==> src/rtl/if_fetch_queue.sv <==
`default_nettype none
// if_fetch_queue: fetch PC generation with exception/ertn/branch redirect priority,
// one-cycle-latency instruction memory interface and a DEPTH-entry {pc, inst} FIFO to decode.
// Optional build macro IFQ_BYPASS_EN presents a response combinationally when the FIFO is empty.
module if_fetch_queue #(
   parameter logic [31:0] RESET_PC = 32'h1C000000,
   parameter int          DEPTH    = 4
) (
   input  logic                     clk,
   input  logic                     reset,
   input  logic                     excp_flush,
   input  logic [31:0]              eentry,
   input  logic                     ertn_flush,
   input  logic [31:0]              era,
   input  logic                     br_taken,
   input  logic [31:0]              br_target,
   output logic                     inst_req,
   output logic [31:0]              inst_addr,
   input  logic [31:0]              inst_rdata,
   output logic                     out_valid,
   input  logic                     out_ready,
   output logic [63:0]              out_bus,
   output logic [$clog2(DEPTH):0]   occupancy
);

   localparam int              AW      = $clog2(DEPTH);
   localparam logic [AW+1:0]   C_DEPTH = (AW+2)'(DEPTH);

   logic [31:0]   pc_q, pc_d;
   logic          pend_q;
   logic [31:0]   pend_pc_q;
   logic [AW:0]   count_q, count_d;
   logic [AW-1:0] rd_ptr_q, wr_ptr_q;
   logic [63:0]   mem_q [DEPTH];

   logic          redirect;
   logic [31:0]   redirect_pc;
   logic          push, pop;
   logic [63:0]   head;

   always_comb begin
      redirect    = excp_flush | ertn_flush | br_taken;
      redirect_pc = br_target;
      if (excp_flush)      redirect_pc = eentry;
      else if (ertn_flush) redirect_pc = era;
   end

   // Credits come from the registered count only, so a same-cycle pop never frees a slot early.
   assign inst_req  = !redirect && (({1'b0, count_q} + (AW+2)'(pend_q)) < C_DEPTH);
   assign inst_addr = pc_q;
   assign head      = mem_q[rd_ptr_q];
   assign pop       = (count_q != '0) && out_ready && !redirect;
   assign occupancy = count_q;

`ifdef IFQ_BYPASS_EN
   logic bypass_take;
   assign bypass_take = (count_q == '0) && pend_q && !redirect;
   assign out_valid   = (count_q != '0) || bypass_take;
   assign out_bus     = (count_q != '0) ? head :
                        bypass_take      ? {pend_pc_q, inst_rdata} : 64'd0;
   assign push        = pend_q && !redirect && !(bypass_take && out_ready);
`else
   assign out_valid   = (count_q != '0);
   assign out_bus     = out_valid ? head : 64'd0;
   assign push        = pend_q && !redirect;
`endif

   always_comb begin
      pc_d = pc_q;
      if (redirect)      pc_d = redirect_pc;
      else if (inst_req) pc_d = pc_q + 32'd4;
   end

   always_comb begin
      count_d = count_q;
      if (redirect)           count_d = '0;
      else if (push && !pop)  count_d = count_q + (AW+1)'(1);
      else if (pop && !push)  count_d = count_q - (AW+1)'(1);
   end

   always_ff @(posedge clk or negedge reset) begin
      if (!reset) begin
         pc_q      <= RESET_PC;
         pend_q    <= 1'b0;
         pend_pc_q <= 32'd0;
         count_q   <= '0;
         rd_ptr_q  <= '0;
         wr_ptr_q  <= '0;
      end else begin
         pc_q    <= pc_d;
         pend_q  <= inst_req;
         count_q <= count_d;
         if (inst_req) pend_pc_q <= pc_q;
         if (redirect) begin
            rd_ptr_q <= '0;
            wr_ptr_q <= '0;
         end else begin
            if (push) wr_ptr_q <= wr_ptr_q + AW'(1);
            if (pop)  rd_ptr_q <= rd_ptr_q + AW'(1);
         end
      end
   end

   // Storage needs no reset: out_bus is gated by count, which is reset.
   always_ff @(posedge clk) begin
      if (push) mem_q[wr_ptr_q] <= {pend_pc_q, inst_rdata};
   end

endmodule
`default_nettype wire
==> config.mk <==
export PLATFORM = sky130hd
export DESIGN_NAME = if_fetch_queue
export DESIGN_NICKNAME = d
export VERILOG_FILES = /design/src/rtl/if_fetch_queue.sv
export SDC_FILE = /design/constraint.sdc
export NUM_CORES = 1
export LEC_CHECK = 0
export BUFFER_PORTS_ARGS = -buffer_cell sky130_fd_sc_hd__buf_4
export CORE_MARGIN = 2
export CORE_UTILIZATION = 55
export CTS_CLUSTER_DIAMETER = 30
export DETAILED_ROUTE_END_ITERATION = 7
export GPL_TIMING_DRIVEN = 1
export HOLD_SLACK_MARGIN = 0.05
export PLACE_DENSITY = 0.8
export SLEW_MARGIN = 25
export SYNTH_ARGS = -nofsm -noshare
export SYNTH_HDL_FRONTEND = slang
export SYNTH_SLANG_ARGS = --single-unit
==> constraint.sdc <==
create_clock -name clk -period 5.3 [get_ports clk]
set_input_delay 0.265 -clock clk [delete_from_list [all_inputs] [get_ports clk]]
set_output_delay 0.265 -clock clk [all_outputs]
set_load 0.05 [all_outputs]
# Word level (Yosys, flattened, before mapping)
# Memory sizes are Yosys's and may differ from the RTL's.
# Index checks and enable logic that the tools add are counted.
# word_totals
reg_bits	72
ramBits	256
elab_cells	44
n_memories	1
# mem_list
name	words	word_bits	read_ports	rd_clocked_by_memory_dff	wr	line_no	text
mem_q	4	64	1	0	1	34	logic [63:0] mem_q [DEPTH];
# op_classes
add_sub_neg	6
magnitude_cmp	1
muxes	14
bitwise_logic	2
reduce_logical	14
# op_table
operator	n
32-bit two-way mux	4
64-bit two-way mux	1
32-bit by 3-bit adder with 32-bit output (second input constant)	1
3-bit two-way mux	3
2-bit two-way mux	4
1-bit logical AND	6
2-bit nonzero test	3
3-bit nonzero test	2
2-bit by 1-bit adder with 2-bit output (second input constant)	2
3-bit by 1-bit adder with 4-bit output	1
4-bit by 3-bit < comparator with 1-bit output (second input constant)	1
3-bit by 1-bit adder with 3-bit output (second input constant)	1
1-bit zero test	3
3-bit by 1-bit subtractor with 3-bit output (second input constant)	1
1-bit two-way mux	2
1-bit OR	2

# Depth between registers and ports, before layout
# Gate-level depths: netlist (run 1).
# logic_depth
ltp_word	9
mapped_depth	8

# Least setup slack after synthesis (run 1)
# Ideal clock, no wire load.
# synth_timing
path_kind	input to register
startpoint	input excp_flush
endpoint	memory mem_q[0][0] (enable)
setup_time_ns	0.429
arrival_ns	2.427
required_ns	4.871
slack_ns	2.444
stages	3
path_cell_list	nor3_1 > clkbuf_1 > and3_1
# synth_via
elab_chain_cells	6
# synth_rtl
item	line_no	text
start, declared	11	input logic excp_flush,
1-bit OR (2 in a row)	42	redirect = excp_flush | ertn_flush | br_taken;
1-bit zero test	65	assign push = pend_q && !redirect;
1-bit logical AND	65	
1-bit two-way mux	106	if (push) mem_q[wr_ptr_q] <= {pend_pc_q, inst_rdata};
1-bit two-way mux (not written as such)	106	
end, declared	34	
# No other way between the ends.

# Worst setup path after layout (run 1)
# layout_timing
startpoint	register rd_ptr_q[0]
endpoint	output out_bus[22]
# layout_via
elab_chain_cells	2
# layout_rtl
item	line_no	text
start, declared	33	logic [AW-1:0] rd_ptr_q, wr_ptr_q;
start signal, assigned	99	if (pop) rd_ptr_q <= rd_ptr_q + AW'(1);
memory 4 x 64 bit	-	
64-bit two-way mux	64	assign out_bus = out_valid ? head : 64'd0;
end, declared	22	output logic [63:0] out_bus,
# No other way between the ends.

==> results of run 1 <==
path summary, 6_finish.rpt:
kind	cells past startpoint	to	slack, ns
min in group asynchronous	2	inst_addr[19]$_DFFE_PN0P_	0.28
min reg2reg	0	mem_q[2][37]$_DFFE_PP_	0.51
max in group asynchronous	2	rd_ptr_q[0]$_DFFE_PN0P_	4.49
max	4	out_bus[22]	1.93
max reg2reg	6	inst_addr[25]$_DFFE_PN0P_	2.54
min	3	inst_addr[10]$_DFFE_PN0P_	0.07
where the power goes:
| part | internal [µW] | total (µW) | switching, µW |
|---|---|---|---|
| Clock | 2260 | 3550 | 1300 |
| Sequential | 2930 | 3070 | 139 |
| Combinational | 239 | 540 | 301 |
layout by cell type (no fill, tap or decap), types with 12 or more instances in the layout:
cell type,count
and2_1,67
a22oi_1,19
nand2_1,49
inv_1,15
mux2_2,28
nand3_1,14
dfrtp_1,67
dlygate4sd3_1,60
xnor2_1,12
nor2_1,25
clkbuf_16,62
buf_4,241
nor3_1,14
mux4_2,64
o221ai_1,13
o21ai_0,26
edfxtp_1,256
a21oi_1,23
worst max-delay path: stages, from the launching register on:
cell,delay [ns]
dfrtp_4,0.94
buf_4,0.59
mux4_2,0.60
and2_1,0.19
buf_4,0.19
layout make-up:
type | count | area, µm² | share of cell area (%)
clock buffer | 66 | 1570 | 8.53
timing repair buffer | 303 | 2440 | 13.3
multi-input combinational | 451 | 4010 | 21.8
inverter | 15 | 56.3 | 0.306
sequential | 328 | 9500 | 51.7
tap | 324 | 405 | 2.21
clock inverter | 48 | 394 | 2.14
registers in the layout, indices dropped and copies added (netlist names):
signal,flops
pend_q,1
mem_q,256
wr_ptr_q,2
occupancy,3
pend_pc_q,32
rd_ptr_q,2
inst_addr,32
per-layer routing:
layer	part of all wire [%]	global-route usage, %
met1	39	32.6
met2	50	42.9
met3	7.3	5.26
met4	3.0	9.61
met5	0	0
metrics by stage:
stage	area [µm²]	setup WS, ns
after floorplan	13700	2.44
after global placement	15800	2.50
after detailed placement	15800	2.47
after CTS	18400	1.84
after global routing	18400	1.69
final	18400	1.93
timing repair:
action | CTS | global route
buffers inserted | 0 | 0
hold endpoints to repair | 216 | 0
hold buffers | 60 | 0
kinds of logic after synthesis:
group	Yosys count
AOI/OAI and AO/OA	116
xor gates and xnor gates	20
and+or+nand+nor	213
DFF	328
adders and majority gates	6
muxes	96
buffers and inverters	62
==> results.toml, run 1 <==
[yosys]
synth_commonest_cells = "edfxtp_1, dfrtp_1, and2_1, mux4_2, nand2_1"
synthesis.nets = 981
synth_xor_area_share_pct = 1.28
yosys.area.top_type = "edfxtp_1"
netlist.area_leader.share_pct = 56.0
synth_adder_area_share_pct = 0.602
synth_ff_type = "edfxtp_1"
muxShareOfSynthArea_pct = 13.1
yosysMostFrequentCell = "edfxtp_1"
synthCells = 841
synth_top_family_by_area = "multiplexers"
synthSimpleGateAreaFrac_pct = 8.54
ys_seq_area_share_pct = 69.2
synth_area_um2 = 13700
synth_compound_area_share_pct = 5.51
ys_types = 51
synth_edf_count = 256
ys_ff_latch = 328
yosysWarnings = 0
synth_area_leaders = "edfxtp_1, dfrtp_1, mux4_2"
synth_area_per_cell_um2 = 16.3
synthArstFlopShare_pct = 22.0

[floorplan]
die_area_um2 = 26200
core_um2 = 24400
chipHeight_um = 162
initial_utilization_pct = 56.3
rows = 57
dieWidth_um = 162
io_pins = 235

[sta]
hold_slack_ns = 0.0690
min_period_ns = 3.37
hold_viol = 0
slew_violations = 0
post-route-period-util_pct = 63.6
skew_ns = 0.0277
fmax_mhz = 297
relSlewSlack_pct = 30.1
rsz0062_at_grt = "no"
final.setup.tns_ns = 0
finalSetupViolations = 0
worst_pin_slew_ns = 1.04

[pwr]
finalPower_uw = 7160
peakVddDrop_mv = 0.311
pwr_density_cell_nw_per_um2 = 390
leakage_uw = 0.00687

[worst_setup_path]
end_kind = "primary output"
startpoint = "rd_ptr_q[0]$_DFFE_PN0P_"
worst_setup_path_start_kind = "register"
arrival_ns = 3.11
required_ns = 5.04
crit-reg2reg-launch = "inst_addr[5]$_DFFE_PN0P_"
worstPathMaxFanout = 39
worstSetupPathType = "register to primary output"

[clock_tree]
cts_made_buffers = 60
clock-sinks = 328
h-tree-depth = 2
clkSlewWorstSetupHoldPaths_ns = 0.05
cts_root_buf = "clkbuf_16"
cts_tree = "done"
clock_latency_ns = 0.57
clockBufferDepth = 3
cts_resized = 0

[cells_and_area]
num_antenna_cells = 0
fill_cells = 1450
fin_cells = 1535
nets = 1299
drive_gt1_share_pct = 37.7
utilization_pct = 75.3
areaGrowthSynthToFinish_pct = 33.9

[detailed_routing]
viasPerCell = 5.71
wl_per_cell_um = 21.4
antenna_left = 0
routed-via-count = 8763
drc_errors = 0
dr.pass1.iters = 5
wl_mm = 32.8
first_iter_violations = 501

[global_route]
gr-usage-all-layers_pct = 25.3
antenna_found_initial = 0
grt_max_degree = 73
grt_pass1_wl_mm = 50.6
grt-ovfl-total = 0
grt_pass1_vias = 9155

[placed_design]
dp_cells = 1360
gp_congestion = 0.899
hpwl_mm = 19.4
port_buffers = 234

[job]
maxCapViolCount = 0

[outcome]
status = "finished, final reports clean"

[worst_hold_path]
hold_path.startpoint = "br_target[10]"
holdCritPathClass = "input pin to register"
(Power assumes the default switching activity.)
==> run 2, diff against run 1 <==
- CORE_UTILIZATION: 55 -> 51
- PLACE_DENSITY: 0.8 -> 0.78
- clock period: 5.3 -> 2.73 ns (I/O delays scaled with it)
==> run 2 against run 1 <==
Hold slack improved by 0.044 ns. Combinational power grew 110%. Global-route usage fell by 1.6 points. Sequential power increased by 93%. Register-to-register slack lost 2.5 ns. Cell count is 2.5% higher. Power rose by 90%. Utilization fell by 5.2 points. Critical endpoint is now inst_addr[25]$_DFFE_PN0P_. Highest routed layer unchanged.
==> results.toml, run 2 (same netlist as run 1, synthesis figures left out) <==
[job]
maxCapViolCount = 0

[worst_setup_path]
required_ns = 3.16
worstPathMaxFanout = 9
arrival_ns = 3.10
worst_setup_path_start_kind = "register"
cp_cell_sequence = "nand3_1 > or4_4 > nor4_4 > xnor2_1 > o221ai_1 > dlygate4sd3_1"
critPathMaxStageDelay_ns = 0.63
crit_family = "simple AND/OR/NAND/NOR gates"
worstSetupPathType = "register to register"
crit_buf_inv = 1
end_kind = "register"
cpMaxStageDelayCell = "or4_4"

[sta]
relSlewSlack_pct = 45.8
worst_pin_slew_ns = 0.813
finalSetupViolations = 0
fmax_mhz = 375
hold_viol = 0
min_period_ns = 2.67
post-route-period-util_pct = 97.7
slew_violations = 0
skew_ns = 0.0280
hold_slack_ns = 0.113
rsz0062_at_grt = "yes"

[cells_and_area]
layout_common_cells = "edfxtp_1, buf_4, dlygate4sd3_1"
post-route-cell-area_um2 = 18700
largest_register_ff_count = 256
num_antenna_cells = 0
nets = 1330
largest-register = "mem_q"
layout_commonest_cell = "edfxtp_1"
fin_cells = 1573
drive_gt1_share_pct = 37.4
areaGrowthSynthToFinish_pct = 36.3

[global_route]
antenna_found_initial = 1
grt_max_degree = 68
grt-ovfl-total = 0
grt_pass1_vias = 9375
gr-usage-all-layers_pct = 23.7
grt_pass1_wl_mm = 51.4

[clock_tree]
cts_root_buf = "clkbuf_16"
clock_latency_ns = 0.55
cts_made_buffers = 54
clockBufferDepth = 3
cts_tree = "done"
clock-sinks = 328
clkSlewWorstSetupHoldPaths_ns = 0.05
h-tree-depth = 2

[detailed_routing]
viasPerCell = 5.69
wl_mm = 33.2
drc_errors = 0
first_iter_violations = 579
routed-via-count = 8948
wl_per_cell_um = 21.1
dr.pass1.iters = 5
antenna_left = 0

[pwr]
power_switching_uw = 3160
peakVddDrop_mv = 0.575
sw_frac_of_total_pct = 23.2
power_frac_seq_pct = 43.6
leakage_uw = 0.00698
pwr-share-comb_pct = 8.1
pwr_density_cell_nw_per_um2 = 728
internal_power_uw = 10400
p_clk_share_pct = 48.3

[placed_design]
gp_congestion = 0.851
hpwl_mm = 21.3
port_buffers = 234
dp_cells = 1394
place_area_um2 = 16100

[outcome]
status = "finished, final reports clean"

[worst_hold_path]
holdCritPathClass = "input pin to register"

[floorplan]
initial_utilization_pct = 51.5
core_um2 = 26700
rows = 60
io_pins = 235
die_area_um2 = 28200
chipHeight_um = 168
dieWidth_um = 168
==> run 2: cell types whose count changed in the layout (fill, tap and decap cells not counted), sizes merged <==
| cell | previous run | this run |
|---|---|---|
| dlygate4sd3 | 60 | 81 |
| inv | 25 | 20 |
| clkinv | 27 | 19 |
| clkbuf | 66 | 61 |
| bufinv | 2 | 6 |
| buf | 243 | 259 |
| clkinvlp | 9 | 7 |
==> run 2: worst reg2reg max path, delay by kind of cell, from the launching register on <==
| family | cells | cell delay, ns |
|---|---|---|
| simple gates | 3 | 1.21 |
| buf+inv | 1 | 0.61 |
| flops | 1 | 0.45 |
| xor+xnor | 1 | 0.15 |
| compound gates | 1 | 0.14 |
==> run 2: power by group through the flow <==
stage | sequential [µW] | clock, µW | combinational (µW)
3_5_place_dp | 6020 | 0 | 984
6_report | 5940 | 6570 | 1110
5_1_grt | 5960 | 6910 | 1180
4_1_cts | 5930 | 6660 | 1100
3_3_place_gp | 5990 | 0 | 967
2_1_floorplan | 6100 | 0 | 397
==> run 2: area by class of cell <==
type | instances | area, µm²
clock inverters | 37 | 403
well taps | 341 | 427
multi-input cells | 451 | 4010
inverters | 15 | 56.3
flip-flops and latches | 328 | 9510
repair buffers | 340 | 2890
fillers | 1692 | 7960
clock buffers | 61 | 1400
==> run 2: metrics by stage <==
step,util (%),TNS [ns],total power [µW],setup WS (ns)
after floorplan,-,0,6500,0.00228
after CTS,70.1,0,13700,0.0750
after global placement,60.3,0,6960,0.655
final,70.2,0,13600,0.0620
after detailed placement,60.3,0,7000,0.596
after global routing,70.2,-0.228,14000,-0.0800
==> run 2: final timing paths <==
| path | from | end | slack (ns) | cells after the start |
|---|---|---|---|---|
| setup reg to reg | inst_addr[14]$_DFFE_PN0P_ | inst_addr[25]$_DFFE_PN0P_ | 0.06 | 6 |
| max in group asynchronous | reset | inst_addr[12]$_DFFE_PN0P_ | 1.83 | 3 |
| hold reg to reg | pend_pc_q[5]$_DFFE_PN0P_ | mem_q[1][37]$_DFFE_PP_ | 0.51 | 0 |
| min in group asynchronous | reset | inst_addr[29]$_DFFE_PN0P_ | 0.21 | 2 |
| hold / removal | br_taken | inst_addr[28]$_DFFE_PN1P_ | 0.11 | 5 |
| setup / recovery | inst_addr[14]$_DFFE_PN0P_ | inst_addr[25]$_DFFE_PN0P_ | 0.06 | 6 |
==> run 2: per-layer routing <==
layer,GRT usage [%],vias to the layer above,routed length (µm)
li1,-,4013,-
met1,30.4,4466,13600
met2,41.2,383,16800
met3,4.28,86,1870
met4,7.98,0,971
met5,0,-,0
==> run 2: what timing repair did <==
action / in CTS / in global routing
hold buffers: 81 / 0
endpoints found under the setup margin: 0 / 4
setup buffers: 0 / 0
hold endpoints to repair: 213 / 0
gates resized for setup: 0 / 5
==> run 3, diff against run 2 <==
- CORE_MARGIN: 2 -> unset
==> run 3 against run 2 <==
The flow now finishes with violations (DRC). Die area fell by 2.4%. Global-route usage rose by 1.4 points. Non-clock buffer count rose by 8. Maximum frequency rose by 0.60%. Flip-flop and latch count did not move.
==> results.toml, run 3 (same netlist as run 1, synthesis figures left out) <==
[worst_setup_path]
critPathMaxStageDelay_ns = 0.67
worst_setup_path_start_kind = "register"
crit_buf_inv = 1
cpMaxStageDelayCell = "or4_4"
worstSetupPathType = "register to register"
required_ns = 3.17
crit_family = "simple AND/OR/NAND/NOR gates"
arrival_ns = 3.09
cp_cell_sequence = "nand4_1 > or4_4 > nor4_4 > xnor2_1 > o221ai_1 > dlygate4sd3_1"
worstPathMaxFanout = 9
end_kind = "register"

[sta]
setup_slack_ns = 0.0779
hold_viol = 0
post-route-period-util_pct = 97.1
worst_pin_slew_ns = 0.700
slew_violations = 0
relSlewSlack_pct = 53.3
finalSetupViolations = 0
skew_ns = 0.0179
min_period_ns = 2.65
fmax_mhz = 377

[detailed_routing]
routed-via-count = 8895
wl_per_cell_um = 21.2
dr.pass1.iters = 8
first_iter_violations = 574
wl_mm = 33.7
antenna_left = 0
drc_errors = 15
viasPerCell = 5.59

[floorplan]
io_pins = 235
chipHeight_um = 166
rows = 59
initial_utilization_pct = 52.4
core_um2 = 26200
dieWidth_um = 166
die_area_um2 = 27600

[cells_and_area]
multi_input_area_um2 = 4020
areaGrowthSynthToFinish_pct = 38.6
largest_register_ff_count = 256
layout_common_cells = "buf_4, edfxtp_1, dlygate4sd3_1"
regArea_um2 = 9500
nets = 1344
largest-register = "mem_q"
fill_cells = 1616
drive_gt1_share_pct = 38.6
num_antenna_cells = 0

[pwr]
sw_frac_of_total_pct = 23.7
internal_power_uw = 11100
power_frac_seq_pct = 40.7
p_clk_share_pct = 51.6
power_switching_uw = 3470
peakVddDrop_mv = 0.635
finalPower_uw = 14600
pwr_density_cell_nw_per_um2 = 768
leakage_uw = 0.00715
pwr-share-comb_pct = 7.6

[clock_tree]
clock-sinks = 328
h-tree-depth = 2
clock_latency_ns = 0.55
cts_tree = "done"
clockBufferDepth = 3
cts_root_buf = "clkbuf_16"
clkSlewWorstSetupHoldPaths_ns = 0.05
cts_made_buffers = 60

[outcome]
violations = "DRC"
status = "complete, but fails checks"

[global_route]
grt_pass1_wl_mm = 53.1
antenna_found_initial = 0
grt-ovfl-total = 0
gr-usage-all-layers_pct = 25.1
grt_pass1_vias = 9807
grt_max_degree = 68

[placed_design]
port_buffers = 234
place_ws_ns = 0.562
hpwl_mm = 21.3
gp_congestion = 0.907

[job]
maxCapViolCount = 0

[worst_hold_path]
holdCritPathClass = "input pin to register"
-- run 3: final timing paths --
check                                            end  slack, ns  cells after the start                      from
max                        inst_addr[25]$_DFFE_PN0P_       0.08                      6  inst_addr[5]$_DFFE_PN0P_
min                        inst_addr[24]$_DFFE_PN0P_       0.08                      5                eentry[24]
max reg2reg                inst_addr[25]$_DFFE_PN0P_       0.08                      6  inst_addr[5]$_DFFE_PN0P_
min reg2reg                   mem_q[2][39]$_DFFE_PP_       0.51                      0  pend_pc_q[7]$_DFFE_PN0P_
max in group asynchronous   inst_addr[9]$_DFFE_PN0P_       1.87                      3                     reset
min in group asynchronous  inst_addr[24]$_DFFE_PN0P_       0.15                      2                     reset
-- run 3: per-stage QoR --
step	TNS [ns]	cells	util (%)	hold WS (ns)	cell area (µm²)
floorplan	0	841	-	-0.159	13700
global placement	0	1393	61.3	0.226	16100
detailed placement	0	1393	61.3	0.233	16100
CTS	0	1590	72.5	0.0521	19000
global route	-0.00916	1590	72.6	0.101	19000
finish	0	1590	72.6	0.0774	19000
-- run 3: area by class of cell --
cell class,count,share of cell area [%]
sequential,328,50.0
tap,335,2.20
timing repair buffer,348,15.4
clock inverter,50,3.09
clock buffer,63,7.95
multi-input combinational,451,21.1
inverter,15,0.296
-- run 3: power by group through the flow --
stage | Clock (µW) | Sequential, µW | Combinational [µW]
finish | 7540 | 5950 | 1110
global route | 7880 | 5970 | 1180
CTS | 7630 | 5940 | 1110
detailed placement | 0 | 6030 | 992
global placement | 0 | 6010 | 973
floorplan | 0 | 6100 | 397
-- run 3: worst reg2reg max path, cell delays in order, from the launching register on --
cell           delay (ns)
dfrtp_1              0.49
nand4_1              0.19
or4_4                0.67
nor4_4               0.32
xnor2_1              0.15
o221ai_1             0.14
dlygate4sd3_1        0.58
-- run 3: layer usage --
metal	share of wire (%)	global-route usage [%]	wire length, µm
met5	0	0	0
met4	2.8	9.43	947
met3	5.9	4.98	2010
met1	40	30.3	13400
met2	52	44.7	17400
-- run 3: timing repair --
action / CTS / global route
setup endpoints to repair: 0 / 5
setup buffers: 0 / 0
hold buffers: 84 / 0
endpoints found under the hold margin: 208 / 0
gates resized for setup: 0 / 4
